### src/rtl/cache_mem_arbiter.sv
// Single-port memory arbiter between the I-cache fill path and the D-cache fill/writeback path.
// Optional ARB_ROUND_ROBIN_EN: contested grants alternate against the last-grant register.
`timescale 1ns/1ps
module cache_mem_arbiter #(
  parameter int ADDR_W = 32,
  parameter int LINE_W = 256
) (
  input  logic              clk,
  input  logic              rst_n,
  input  logic              i_read,
  input  logic [ADDR_W-1:0] i_addr,
  output logic [LINE_W-1:0] i_rdata,
  output logic              i_resp,
  input  logic              d_read,
  input  logic              d_write,
  input  logic [ADDR_W-1:0] d_addr,
  input  logic [LINE_W-1:0] d_wdata,
  output logic [LINE_W-1:0] d_rdata,
  output logic              d_resp,
  output logic              pmem_read,
  output logic              pmem_write,
  output logic [ADDR_W-1:0] pmem_addr,
  output logic [LINE_W-1:0] pmem_wdata,
  input  logic [LINE_W-1:0] pmem_rdata,
  input  logic              pmem_resp,
  output logic              arb_busy,
  output logic              arb_grant_d
);

  typedef enum logic [1:0] {IDLE, SERVE_I, SERVE_D, DONE} state_e;

  state_e              state_q, state_d;
  logic [ADDR_W-1:0]   addr_q, addr_d;
  logic [LINE_W-1:0]   wdata_q, wdata_d;
  logic                wr_q, wr_d;
  logic                side_d_q, side_d_d;
  logic                last_d_q, last_d_d;
  logic [LINE_W-1:0]   i_rdata_q, i_rdata_d;
  logic [LINE_W-1:0]   d_rdata_q, d_rdata_d;
  logic                d_req;
  logic                pick_d;
  logic                serving;

  assign d_req = d_read | d_write;

`ifdef ARB_ROUND_ROBIN_EN
  // Contested: take the side opposite the last grant; uncontested: take whoever asks.
  assign pick_d = d_req & (~i_read | ~last_d_q);
`else
  assign pick_d = d_req;
`endif

  always_comb begin
    // NOTE: every variable gets its hold value first so no path can infer a latch.
    state_d   = state_q;
    addr_d    = addr_q;
    wdata_d   = wdata_q;
    wr_d      = wr_q;
    side_d_d  = side_d_q;
    last_d_d  = last_d_q;
    i_rdata_d = i_rdata_q;
    d_rdata_d = d_rdata_q;
    unique case (state_q)
      IDLE: begin
        if (d_req || i_read) begin
          side_d_d = pick_d;
          addr_d   = pick_d ? d_addr : i_addr;
          wdata_d  = pick_d ? d_wdata : '0;
          wr_d     = pick_d & d_write;
          state_d  = pick_d ? SERVE_D : SERVE_I;
        end
      end
      SERVE_I, SERVE_D: begin
        if (pmem_resp) begin
          if (!wr_q) begin
            if (side_d_q) d_rdata_d = pmem_rdata;
            else          i_rdata_d = pmem_rdata;
          end
          state_d = DONE;
        end
      end
      DONE: begin
        last_d_d = side_d_q;
        state_d  = IDLE;
      end
      default: state_d = IDLE;
    endcase
  end

  // NOTE: sequential state uses non-blocking assignments so all flops update together.
  always_ff @(posedge clk or negedge rst_n) begin
    if (!rst_n) begin
      state_q   <= IDLE;
      addr_q    <= '0;
      wdata_q   <= '0;
      wr_q      <= 1'b0;
      side_d_q  <= 1'b0;
      last_d_q  <= 1'b0;
      i_rdata_q <= '0;
      d_rdata_q <= '0;
    end else begin
      state_q   <= state_d;
      addr_q    <= addr_d;
      wdata_q   <= wdata_d;
      wr_q      <= wr_d;
      side_d_q  <= side_d_d;
      last_d_q  <= last_d_d;
      i_rdata_q <= i_rdata_d;
      d_rdata_q <= d_rdata_d;
    end
  end

  // Strobes decode straight from state, so an async reset drops them without a clock.
  assign serving     = (state_q == SERVE_I) || (state_q == SERVE_D);
  assign pmem_read   = serving & ~wr_q;
  assign pmem_write  = serving & wr_q;
  assign pmem_addr   = addr_q;
  assign pmem_wdata  = wdata_q;
  assign i_resp      = (state_q == DONE) & ~side_d_q;
  assign d_resp      = (state_q == DONE) & side_d_q;
  assign i_rdata     = i_rdata_q;
  assign d_rdata     = d_rdata_q;
  assign arb_busy    = (state_q != IDLE);
  assign arb_grant_d = arb_busy ? side_d_q : last_d_q;

endmodule

### config.mk
export PLATFORM = sky130hd
export DESIGN_NAME = cache_mem_arbiter
export DESIGN_NICKNAME = d
export VERILOG_FILES = /design/src/rtl/cache_mem_arbiter.sv
export SDC_FILE = /design/constraint.sdc
export NUM_CORES = 1
export LEC_CHECK = 0
export CORE_AREA = 3 3 546 548
export CTS_BUF_LIST = sky130_fd_sc_hd__clkbuf_8
export CTS_CLUSTER_SIZE = 40
export DETAILED_ROUTE_END_ITERATION = 8
export DIE_AREA = 0 0 549 551
export REMOVE_ABC_BUFFERS = 1
export SLEW_MARGIN = 0
export SYNTH_ARGS = -nofsm -noshare
export SYNTH_HDL_FRONTEND = slang
export SYNTH_SLANG_ARGS = --single-unit
### constraint.sdc
create_clock -name clk -period 2.86 [get_ports clk]
set_input_delay 0.572 -clock clk [delete_from_list [all_inputs] [get_ports clk]]
set_output_delay 0.572 -clock clk [all_outputs]
set_load 0.05 [all_outputs]
==> impl_summary.md <==
Outcome
The flow ran to the end, and the final reports show no timing, DRC or antenna violations.

Pwr
Of the total power, the share spent switching nets is 0.503. The power dissipated by switching net loads is 0.0395 W. The share of total power dissipated in combinational logic is 0.589. The share of total power dissipated in sequential elements is 0.262.

Power spread over the standard cell area amounts to 1510 nW/um2. Across the VDD grid, the largest voltage drop is 0.894 mV. The internal portion of the total power is 0.0390 W. The power consumption is 0.0785 W.

For this design the static power due to leakage is 21.3 nW. The share of total power dissipated in the clock network is 0.149.

Yosys
Each instance of the synthesized netlist takes up on average 16.3 um2. The post-synth design cell area is 29700 um2. Synthesis handed over a netlist of 1820 instances. Yosys printed 0 warnings. The sequential-to-total area share from yosys stat is 0.678. Counting flops and latches in the post-synthesis netlist gives 805. The synthesized netlist contains 25 unique library cells.

Setup path
The delay of the slowest cell on the worst path is 900 ps. At the worst endpoint, the required time is 2290 ps. By startpoint and endpoint, the worst setup path is classified as flop to output pin.

Among all stages on the critical path, the largest delay is contributed by sky130_fd_sc_hd__clkdlybuf4s50_1. The family with the most delay on the worst path is buffers and inverters. Traced cell by cell, the critical path runs through clkdlybuf4s50_1. The number of cells on the worst reg-to-reg path is 6.

STA classifies the critical path endpoint as an output pin. In this run the critical register-to-register path is launched from state_q[0]. The maximum fanout along the worst path is 2. The arrival time of data at the critical path endpoint is 2130 ps. The setup check on the worst reg-to-reg path leaves a slack of 370 ps. STA classifies the critical path startpoint as a flop. The number of buffers and inverters on the critical path is 1. The endpoint identified for the worst register-to-register timing path is pmem_wdata[195].

Global routing
The wire length of the first global-routing pass is 246000 um. The residual overflow from global routing is 0. The number of global-route vias before repair was 24800. The number of antenna violations at the first check in global routing is 164. Entering global routing, the biggest net connects 81 pins. In the global route stage, overall resource usage came out at 0.122.

Die
The initial core utilization is 0.101. Measured along the x axis, the die boundary spans 549 um. The count of boundary I/O pins is 1388.

The area enclosed by the die boundary is 302000 um2. The y dimension of the die is 551 um. The area of the core region is 294000 um2. The standard-cell row count is 199.

Drt
The post-route antenna net violation count is 0. The detailed-router iteration count before antenna repair is 5. For this run, design rule violations remaining after detail routing come to 0. The mean number of vias per cell is 3.20. The violation count after the first detailed-route iteration is 1276. For this block, the routed nets add up to 194000 um of wire. Dividing the detail-routed wire length by the instance count gives 26.1 um. The number of vias in the routed layout is 23800.

Timing
Clock skew on the completed layout was measured at 51.2 ps. Setup violations remaining at the end of the flow were counted as 0. The worst hold-check slack is 265 ps. The actual slew at the worst max-slew pin is 1180 ps. The count of final hold-check violations is 0. The number of pins exceeding their max-slew limit in the final report is 0. The post-layout minimum cycle time is 2710 ps. The top achievable clock speed is 0.370 GHz. The share of the clock period used by the worst path is 0.946. Measured against its own limit, the worst slew margin works out to 0.215.

Placed design
Buffers placed on the I/O ports in this run total 1387. Detailed placement finished with a half-perimeter wire length of 166000 um. Routability-driven placement finished with a final weighted congestion of 0.915.

Run
Across the run, the number of max-cap violations was 0.

Cells and area
From synthesis to final layout, the design area changed by 74.6%. The library cell used most frequently in the layout, excluding fill and tap cells, is sky130_fd_sc_hd__clkdlybuf4s50_1. For this run, the post-layout net count is 3925. Leaving out fill and tap cells, the most frequent cells in the layout are sky130_fd_sc_hd__clkdlybuf4s50_1, sky130_fd_sc_hd__dfrtp_1, sky130_fd_sc_hd__mux2_2. The share of layout cells above drive strength 1 is 0.269.

For this run, the share of the core covered by cells in the final layout is 0.177.

Clocking
The maximum level of the CTS H-tree is 4. The CTS tree is done. The clock latency on the worst-skew pair is 870 ps. Counting every sink on the clock net gives 805. The root buffer cell is sky130_fd_sc_hd__clkbuf_8. Counting the buffers created by CTS gives 152. After clock tree synthesis, the clock-pin slew on the worst setup and hold paths is 60 ps. The deepest clock path buffer count is 4.

Min path
In this run the most critical hold path is launched from d_wdata[14]. The number of cells traversed by the worst hold path is 2. The worst hold path terminates at pmem_wdata[14].

The path class of the tightest hold or removal check is input pin to flop.
-- power by group through the flow --
stage                     logic (W)  clock network (W)  registers, W
final                        0.0462             0.0117        0.0206
after global routing         0.0477             0.0128        0.0212
after CTS                    0.0469             0.0123        0.0206
after detailed placement     0.0473                  0        0.0207
after global placement       0.0469                  0        0.0205
after floorplan             0.00826                  0        0.0402
-- what timing repair did --
action                                 CTS  global route
endpoints found under the hold margin   17             0
gates resized for setup                137             1
buffers inserted                         0             0
pin swaps                                0             0
setup endpoints to repair              125             1
hold buffers                             1             0
-- Yosys cell counts --
cell / instances / area [um2]
sky130_fd_sc_hd__nand2_1: 35 / 131
sky130_fd_sc_hd__a21o_1: 2 / 15.0
sky130_fd_sc_hd__nor4b_2: 1 / 15.0
sky130_fd_sc_hd__ha_1: 2 / 25.0
sky130_fd_sc_hd__buf_4: 3 / 22.5
sky130_fd_sc_hd__dfrtp_1: 805 / 20100
sky130_fd_sc_hd__a221oi_1: 1 / 8.76
sky130_fd_sc_hd__o22ai_1: 2 / 12.5
sky130_fd_sc_hd__a21oi_1: 1 / 5.00
sky130_fd_sc_hd__o31ai_2: 1 / 12.5
sky130_fd_sc_hd__buf_1: 1 / 3.75
sky130_fd_sc_hd__mux2i_1: 32 / 320
sky130_fd_sc_hd__buf_6: 24 / 270
sky130_fd_sc_hd__nor2b_1: 2 / 12.5
sky130_fd_sc_hd__nor2_1: 1 / 3.75
sky130_fd_sc_hd__inv_1: 4 / 15.0
sky130_fd_sc_hd__o21ai_0: 33 / 165
sky130_fd_sc_hd__nand3_1: 1 / 5.00
sky130_fd_sc_hd__buf_2: 79 / 395
sky130_fd_sc_hd__mux2_2: 514 / 5790
sky130_fd_sc_hd__and2_1: 2 / 12.5
sky130_fd_sc_hd__a22o_1: 256 / 2240
sky130_fd_sc_hd__a31oi_1: 1 / 6.26
sky130_fd_sc_hd__nor2_2: 1 / 6.26
sky130_fd_sc_hd__clkbuf_1: 16 / 60.1
-- routing by layer --
metal,GRT usage,routed length [um]
met5,0,916
met4,0.0459,8470
met3,0.0861,30100
met2,0.192,86200
met1,0.125,68000
-- per-stage QoR --
step / instances / setup WS, ps / cell area (um2) / setup TNS, ps
2_1_floorplan: 1697 / -13260 / 28900 / -7698380
3_3_place_gp: 7105 / -48.0 / 48700 / -2760
3_5_place_dp: 7105 / -73.1 / 48700 / -3380
4_1_cts: 7371 / 0.205 / 51700 / 0
5_1_grt: 7397 / -4.37 / 51800 / -8.49
6_report: 7416 / 154 / 51900 / 0
-- layout make-up --
type                            instances  area [um2]
Fill cell                           32000      242000
Sequential cell                       805       20100
Timing Repair Buffer                 1490       14700
Multi-Input combinational cell        888        8850
Tap cell                             3919        4900
Clock buffer                          195        2680
Clock inverter                         70         468
Antenna cell                           45         113
Inverter                                4        15.0
-- state kept, by name, summed over array words and instances (netlist names) --
| register | cells |
|---|---|
| d_rdata | 256 |
| i_rdata | 256 |
| last_d_q | 1 |
| pmem_addr | 32 |
| pmem_wdata | 256 |
| side_d_q | 1 |
| state_q | 2 |
| wr_q | 1 |
-- cell families (layout without fill, tap and decap cells) --
family,Yosys count,in the layout,share of synthesized area
DFF,805,805,0.678
muxes,546,546,0.206
AOI/OAI and AO/OA,297,297,0.0831
buffers and inverters,127,1759,0.0258
and+or+nand+nor,43,43,0.00628
adders and majority gates,2,2,0.000842
other,0,45,0
-- worst max path at each step --
stage                     from               to  slack [ps]  depth (start not counted)
2_1_floorplan       state_q[1]       i_rdata[0]      -13260                          5
3_3_place_gp            d_read  pmem_wdata[155]         -50                          5
3_5_place_dp            d_read  pmem_wdata[195]         -70                          5
4_1_cts           d_rdata[149]     d_rdata[149]         0.2                          1
5_1_grt        pmem_wdata[142]  pmem_wdata[142]          -4                          1
6_report       pmem_wdata[193]  pmem_wdata[193]         150                          1
No activity file was read; power rests on OpenSTA's default activity.
